===== config.mk =====
export PLATFORM = sky130hd
export DESIGN_NAME = pll_reconfig_seq
export DESIGN_NICKNAME = d
export VERILOG_FILES = /design/src/rtl/pll_reconfig_seq.sv
export SDC_FILE = /design/constraint.sdc
export NUM_CORES = 1
export LEC_CHECK = 0
export ABC_AREA = 0
export BUFFER_PORTS_ARGS = -buffer_cell sky130_fd_sc_hd__buf_2
export CORE_MARGIN = 10
export CORE_UTILIZATION = 50
export DETAILED_ROUTE_END_ITERATION = 8
export GPL_ROUTABILITY_DRIVEN = 1
export GPL_TIMING_DRIVEN = 0
export PLACE_DENSITY = 0.78
export SLEW_MARGIN = 10
export SYNTH_ARGS = -nofsm -noshare
export SYNTH_HDL_FRONTEND = slang
export SYNTH_SLANG_ARGS = --single-unit

===== constraint.sdc =====
create_clock -name mgmt_clk -period 2.6 [get_ports mgmt_clk]
set_input_delay 0.39 -clock mgmt_clk [delete_from_list [all_inputs] [get_ports mgmt_clk]]
set_output_delay 0.39 -clock mgmt_clk [all_outputs]
set_load 0.05 [all_outputs]

===== src/rtl/pll_reconfig_seq.sv =====
// PLL reconfiguration sequencer: per-mode table writes to pll_cfg, then lock wait; holds tv_reset meanwhile.
// Writes leave combinationally in any cycle with mgmt_waitrequest low; while it is high the sequencer stalls in place.
module pll_reconfig_seq #(
  parameter int NUM_MODES = 2,
  parameter int MODE_W = 1,
  parameter int NUM_WRITES = 4,
  parameter int ADDR_W = 6,
  parameter int DATA_W = 32,
  parameter logic [NUM_WRITES*ADDR_W-1:0] TBL_ADDR = {6'd7, 6'd5, 6'd4, 6'd3},
  parameter logic [NUM_MODES*NUM_WRITES*DATA_W-1:0] TBL_DATA = '0,
  parameter int SYNC_STAGES = 2,
  parameter int UNLOCK_WAIT = 64,
  parameter int LOCK_TIMEOUT = 65535,
  parameter bit PROGRAM_ON_RESET = 1'b0
) (
  input  logic              mgmt_clk,
  input  logic              mgmt_reset,
  input  logic [MODE_W-1:0] mode_in,
  input  logic              reload,
  input  logic              pll_locked,
  input  logic              mgmt_waitrequest,
  output logic              mgmt_write,
  output logic [ADDR_W-1:0] mgmt_address,
  output logic [DATA_W-1:0] mgmt_writedata,
  output logic              tv_reset,
  output logic              busy,
  output logic              done,
  output logic              timeout_err,
  output logic [MODE_W-1:0] cur_mode
);

  localparam int CNT_MAX = (LOCK_TIMEOUT > UNLOCK_WAIT) ? LOCK_TIMEOUT : UNLOCK_WAIT;
  localparam int CNT_W = $clog2(CNT_MAX + 1);
  localparam int K_W = (NUM_WRITES > 1) ? $clog2(NUM_WRITES) : 1;
  localparam int FILL_W = $clog2(SYNC_STAGES + 1);

  typedef enum logic [2:0] {IDLE, WMODE, PROG, START, WAIT_UNLOCK, WAIT_LOCK, DONE} state_t;

  state_t             state, state_n;
  logic [K_W-1:0]     k, k_n;
  logic [CNT_W-1:0]   cnt, cnt_n;
  logic [MODE_W-1:0]  cur_mode_n;
  logic               tv_reset_n, timeout_n, armed, armed_n;
  logic [ADDR_W-1:0]  last_addr, wr_addr;
  logic [DATA_W-1:0]  last_data, wr_data;
  logic [FILL_W-1:0]  fill;
  logic               filled, wr_fire, mode_valid, change, locked_s;
  logic [MODE_W-1:0]  mode_sync [SYNC_STAGES];
  logic [SYNC_STAGES-1:0] lock_sync;
  logic [MODE_W-1:0]  sync_mode;

  always_ff @(posedge mgmt_clk or posedge mgmt_reset) begin
    if (mgmt_reset) begin
      for (int i = 0; i < SYNC_STAGES; i++) mode_sync[i] <= '0;
      lock_sync <= '0;
    end else begin
      mode_sync[0] <= mode_in;
      for (int i = 1; i < SYNC_STAGES; i++) mode_sync[i] <= mode_sync[i-1];
      lock_sync <= {lock_sync[SYNC_STAGES-2:0], pll_locked};
    end
  end

  assign sync_mode  = mode_sync[SYNC_STAGES-1];
  assign locked_s   = lock_sync[SYNC_STAGES-1];
  assign mode_valid = int'(sync_mode) < NUM_MODES;
  assign change     = mode_valid && (sync_mode != cur_mode);
  // the power-on start waits until the synchronisers hold real samples
  assign filled     = (fill == FILL_W'(SYNC_STAGES));

  always_comb begin
    wr_addr = '0;
    wr_data = '0;
    if (state == PROG) begin
      wr_addr = TBL_ADDR[int'(k)*ADDR_W +: ADDR_W];
      wr_data = TBL_DATA[(int'(cur_mode)*NUM_WRITES + int'(k))*DATA_W +: DATA_W];
    end else if (state == START) begin
      wr_addr = ADDR_W'(2);
    end
  end

  assign wr_fire        = (state inside {WMODE, PROG, START}) && !mgmt_waitrequest;
  assign mgmt_write     = wr_fire;
  assign mgmt_address   = wr_fire ? wr_addr : last_addr;
  assign mgmt_writedata = wr_fire ? wr_data : last_data;
  assign busy           = (state != IDLE);
  assign done           = (state == DONE);

  always_comb begin
    state_n    = state;
    k_n        = k;
    cnt_n      = cnt;
    cur_mode_n = cur_mode;
    tv_reset_n = tv_reset;
    timeout_n  = timeout_err;
    armed_n    = armed;
    case (state)
      IDLE: begin
        if (change || reload || (armed && filled)) begin
          state_n    = WMODE;
          k_n        = '0;
          armed_n    = 1'b0;
          tv_reset_n = 1'b1;
          timeout_n  = 1'b0;
          if (mode_valid) cur_mode_n = sync_mode;
        end
      end
      WMODE, PROG, START: begin
        if (wr_fire) begin
          if (state == WMODE) begin
            state_n = PROG;
            k_n     = '0;
          end else if (state == PROG) begin
            if (k == K_W'(NUM_WRITES-1)) state_n = START;
            else k_n = k + 1'b1;
          end else begin
            state_n = WAIT_UNLOCK;
            cnt_n   = '0;
          end
          // a mode change lets the in-flight write land, then restarts the table
          if (change) begin
            state_n    = WMODE;
            k_n        = '0;
            cur_mode_n = sync_mode;
          end
        end
      end
      WAIT_UNLOCK, WAIT_LOCK: begin
        if (change) begin
          state_n    = WMODE;
          k_n        = '0;
          cnt_n      = '0;
          cur_mode_n = sync_mode;
        end else if (state == WAIT_UNLOCK) begin
          if (!locked_s || cnt == CNT_W'(UNLOCK_WAIT-1)) begin
            state_n = WAIT_LOCK;
            cnt_n   = '0;
          end else if (cnt != '1) begin
            cnt_n = cnt + 1'b1;
          end
        end else begin
          if (locked_s) begin
            state_n = DONE;
          end else if (cnt == CNT_W'(LOCK_TIMEOUT-1)) begin
            state_n   = DONE;
            timeout_n = 1'b1;
          end else if (cnt != '1) begin
            cnt_n = cnt + 1'b1;
          end
        end
      end
      DONE: begin
        tv_reset_n = 1'b0;
        state_n    = IDLE;
      end
      default: state_n = IDLE;
    endcase
  end

  always_ff @(posedge mgmt_clk or posedge mgmt_reset) begin
    if (mgmt_reset) begin
      state       <= IDLE;
      k           <= '0;
      cnt         <= '0;
      cur_mode    <= '0;
      tv_reset    <= PROGRAM_ON_RESET;
      timeout_err <= 1'b0;
      armed       <= PROGRAM_ON_RESET;
      last_addr   <= '0;
      last_data   <= '0;
      fill        <= '0;
    end else begin
      state       <= state_n;
      k           <= k_n;
      cnt         <= cnt_n;
      cur_mode    <= cur_mode_n;
      tv_reset    <= tv_reset_n;
      timeout_err <= timeout_n;
      armed       <= armed_n;
      if (!filled) fill <= fill + 1'b1;
      if (wr_fire) begin
        last_addr <= wr_addr;
        last_data <= wr_data;
      end
    end
  end

endmodule


---- After elaboration in Yosys (flattened, before gate mapping) ----
Cells that the tools add are included.
storage, ports and cells
  flip-flop bits (word level) ............. 66
  word-level logic and storage cells ...... 111
  output and inout port bits .............. 44
cells by class
  reductions and logical operators ........ 20
  eq/ne operators ......................... 27
  $mul .................................... 1
  shifts and indexed selects .............. 2
  multiplexer cells ....................... 47
  $add $sub $neg .......................... 3
operators with widths
  kind                                                           number
  variable part select 256 x 10 -> 32 bit, first input constant  1
  2-to-1 mux 16 bit                                              9
  2-to-1 mux 32 bit                                              2
  2-to-1 mux 3 bit                                               11
  one-hot mux 16 bit (2 select lines)                            1
  variable part select 24 x 6 -> 6 bit, first input constant     1
  != test 4 bit, second input constant                           5
  != test 2 bit, second input constant                           9
  AND reduction 6 bit                                            3
  adder 16 x 1 -> 16 bit, second input constant                  1
  equality test 16 bit, second input constant                    1
  equality test 16 x 6 -> 1 bit, second input constant           1
  2-to-1 mux 2 bit                                               8
  != test 16 bit, second input constant                          1
  2-to-1 mux 6 bit                                               2
  != test 5 bit, second input constant                           2
  equality test 3 bit, second input constant                     3
  2-to-1 mux 1 bit                                               9
  one-hot mux 3 bit (3 select lines)                             1
  nonzero test 3 bit                                             3
  equality test 3 x 2 -> 1 bit, second input constant            2
  one-hot mux 2 bit (3 select lines)                             1
  nonzero test 2 bit                                             3
  AND reduction 5 bit                                            1
  other kinds (16)                                               19

---- Depth between registers and ports, before layout ----
  depth in word-level cells ............... 7
  depth in mapped cells ................... 7

---- Worst setup path after synthesis ----
Ideal clock, no wire load.
  kind .................................... reg2out
  start ................................... register state[1]
  end ..................................... output mgmt_address[1]
  arrival ................................. 2.256 ns
  cell stages (with the launch flop) ...... 6
  required time ........................... 2.210 ns
  slack ................................... -0.046 ns
  path through ............................ dfrtp_1 > buf_2 > nor2_1 > nor3_1 > buf_2 > o21ai_0
on the way
  longest elaborated chain between the ends .. 4
  elaborated cells on any way between the ends .. 8
ends and longest elaborated chain
  item                                                                          line  text
  start: declaration                                                            39    state_t state, state_n;
  start signal: assignment                                                      172   state <= state_n;
  equality test 3 x 1 -> 1 bit or equality test 3 x 2 -> 1 bit (tied branches)  81    assign wr_fire = (state inside {WMODE, PROG, START}) && !mgmt_waitrequest;
  nonzero test 3 bit *                                                          81
  logical AND 1 bit *                                                           81
  net mgmt_write                                                                22    output logic mgmt_write,
  2-to-1 mux 6 bit *                                                            83    assign mgmt_address = wr_fire ? wr_addr : last_addr;
  end: declaration                                                              23    output logic [ADDR_W-1:0] mgmt_address,
Mark *: on every way through the listed nets, which the timed path passes. The rest lies on a longest branch.

---- Final worst setup path ----
  start ................................... register state[1]
  end ..................................... output mgmt_writedata[5]
on the way
  longest elaborated chain between the ends .. 4
  elaborated cells on any way between the ends .. 7
ends and longest elaborated chain
  item                                                        line  text
  equality test 3 x 1 -> 1 bit, or another cell as far along  81
  nonzero test 3 bit                                          81
  logical AND 1 bit                                           81
  2-to-1 mux 32 bit *                                         84    assign mgmt_writedata = wr_fire ? wr_data : last_data;
  end: declaration                                            24    output logic [DATA_W-1:0] mgmt_writedata,
Mark *: on every way between the ends. The rest lies on a longest branch, timed or not.

==> results.json <==
{
  "fill_cells": 478,
  "ir_drop_mv": 0.6001,
  "synth_top_area_share_pct": 55.28,
  "pin_count": 50,
  "status": "complete, no violations",
  "viasPerCell": 5.650,
  "required_ns": 2.21,
  "antennaDiodeCount": 0,
  "power.leakage_nw": 1.716,
  "setup_viol": 0,
  "worst_ep_arrival_time_ns": 2.03,
  "synth_most_common_cell": "dfrtp_1",
  "hold_path_class": "primary input to flop",
  "insertion_delay_ns": 0.34,
  "vias": 2322,
  "htree_levels": 3,
  "placementRows": 28,
  "cts.sink_count": 66,
  "synth_nets": 281,
  "synth.avg_cell_area_um2": 11.07,
  "antenna_found_initial": 0,
  "ys_warn_count": 0,
  "slew_violations": 0,
  "fin_skew_ns": 0.009490,
  "power_density_nw_per_um2": 913.6,
  "cts_buffers": 9,
  "grt_max_degree": 67,
  "fp.dieArea_um2": 9467,
  "period_share_pct": 93.21,
  "syn_area_um2": 2988,
  "finalHoldViolCount": 0,
  "antenna_left": 0,
  "final_cells": 411,
  "timing.slew.headroom_pct": 48.06,
  "synth_edf_count": 0,
  "crit_path_end_kind": "primary output",
  "dp.cells": 394,
  "r2r_cells": 5,
  "yosysTopAreaCell": "dfrtp_1",
  "ys_seq_elements": 66,
  "die_y_um": 97.30,
  "cts-root-buf": "clkbuf_8",
  "gp_congestion": 0.8747,
  "syn_inst": 270,
  "rsz0062_at_grt": "no",
  "firstDrtPassIters": 5,
  "io_buffers": 49,
  "drc": 0,
  "grt_pass1_vias": 2301,
  "clkTransAtPathRegs_ns": 0.08,
  "async_reset_ff_share_pct": 100.0,
  "syn2layout_area_growth_pct": 19.51,
  "clk_path_buf_depth": 2,
  "holdWs_ns": 0.1591,
  "dr.first_iter.drc_count": 121,
  "start_util_pct": 51.07,
  "synth_area_leaders": "dfrtp_1 55%, nor2b_1 7.5%, a21oi_1 2.8%, o21ai_0 2.7%, o31ai_1 2.5%",
  "die_width_um": 97.30,
  "final_nets": 342,
  "gr-usage-all-layers_pct": 13.55,
  "grt_pass1_wl_um": 10900,
  "cts_tree": "done",
  "grt_overflow_total": 0,
  "cap_viol_max_count": 0,
  "ys_seq_area_share_pct": 55.28,
  "yosysUniqueCellTypes": 50,
  "min_path_cells": 1,
  "period_minus_slack_ns": 2.423,
  "crit_fanout": 10,
  "fmax_mhz": 412.6,
  "wire_per_inst_um": 16.18,
  "wl_um": 6648,
  "startpoint_type": "flop",
  "synth_common_cells": "66 x dfrtp_1, 36 x nor2b_1, 17 x a21oi_1, 16 x o21ai_0, 13 x nand2_1",
  "drive_gt1_share_pct": 27.38,
  "crit_type": "flop to primary output",
  "synth-main-ff-cell": "dfrtp_1",
  "dpl.hpwl_um": 4538,
  "core-area_um2": 5851,
  "worstMarginPinSlew_ns": 0.7791
}
[cells in the final DEF, fill, tap and decap left out, drive strengths merged, types with 3 or more instances in the layout]
| cell | n |
|---|---|
| dfrtp | 66 |
| buf | 55 |
| nor2b | 36 |
| a21oi | 19 |
| o21ai | 17 |
| clkbuf | 14 |
| nand2 | 13 |
| nor2 | 12 |
| o31ai | 10 |
| inv | 10 |
| nand3 | 8 |
| or4 | 7 |
| or3 | 6 |
| nand4 | 6 |
| nor3 | 6 |
| and4 | 5 |
| ha | 5 |
| clkinv | 5 |
| nand2b | 3 |
| mux2 | 3 |
| o211ai | 3 |
[layout make-up]
class / instances / area [µm²] / share of cell area [%]
clock buffers: 9 / 123.9 / 3.469
multi-input cells: 185 / 1269 / 35.53
plain buffers: 10 / 51.30 / 1.437
flip-flops and latches: 66 / 1652 / 46.25
clock inverters: 7 / 75.07 / 2.102
inverters: 9 / 36.28 / 1.016
repair buffers: 50 / 270.3 / 7.568
well taps: 75 / 93.84 / 2.628
[repair_timing]
item / 4_1_cts / 5_1_grt
hold buffers: 0 / 0
resized for setup: 2 / 10
pin swaps: 0 / 1
buffers inserted: 0 / 1
endpoints found under the setup margin: 37 / 31
[through the flow]
stage          utilization, %  cell area (µm²)  TNS (ns)  power (mW)  setup WS, ns
2_1_floorplan               -             2988         0       2.088       0.05558
3_3_place_gp            56.86             3327    -11.73       2.314       -0.1806
3_5_place_dp            56.91             3329   -0.1011       2.338      -0.01805
4_1_cts                 60.50             3540         0       3.227       0.02987
5_1_grt                 61.04             3571         0       3.446       0.01233
6_report                61.04             3571         0       3.262        0.1766
[metal layers]
layer / vias to the layer above / GRT usage [%] / wire length (µm)
met5: - / 0 / 0
met4: 0 / 5.928 / 89
met3: 9 / 4.481 / 426
met2: 84 / 20.73 / 3060
met1: 1130 / 17.00 / 3071
li1: 1099 / - / -
[flip-flops by register name, summed over array words and instances (netlist names)]
name and flops:
sync_mode 1, cur_mode 1, mode_sync 1, cnt 16, state 3, k 2
lock_sync 2, timeout_err 1, tv_reset 1, last_data 32, last_addr 6
[report_power, final]
| part | internal (mW) | leakage, nW | total, mW | switching [mW] |
|---|---|---|---|---|
| registers | 1.12 | 0.897 | 1.21 | 0.0855 |
| logic | 0.360 | 0.716 | 1.17 | 0.814 |
| clock network | 0.449 | 0.104 | 0.882 | 0.432 |
| total | 1.93 | 1.72 | 3.26 | 1.33 |
[cell families (layout without fill, tap and decap cells)]
family / after synthesis / in the layout / synth area share [%]
compound gates: 59 / 59 / 13.57
xor+xnor: 4 / 4 / 1.424
fa+ha+maj: 5 / 5 / 2.094
buf+inv: 19 / 85 / 2.722
flops: 66 / 66 / 55.28
mux: 5 / 5 / 1.801
simple gates: 112 / 112 / 23.12
[final timing paths]
check,startpoint,end,slack [ns]
setup / recovery,state[1],mgmt_writedata[5],0.18
hold / removal,pll_locked,lock_sync[0],0.16
setup reg to reg,cur_mode,timeout_err,0.31
hold reg to reg,mode_sync[1],sync_mode,0.36
max in group asynchronous,mgmt_reset,lock_sync[1],1.90
min in group asynchronous,mgmt_reset,last_data[3],0.19
[worst max-delay path: stages, from the launching register on]
cell      delay [ns]
dfrtp_1         0.42
buf_2           0.20
nor2_2          0.19
nor3_4          0.07
buf_12          0.14
clkbuf_2        0.17
nor2b_1         0.20
buf_2           0.30
Power figures use the tool's default switching activity.
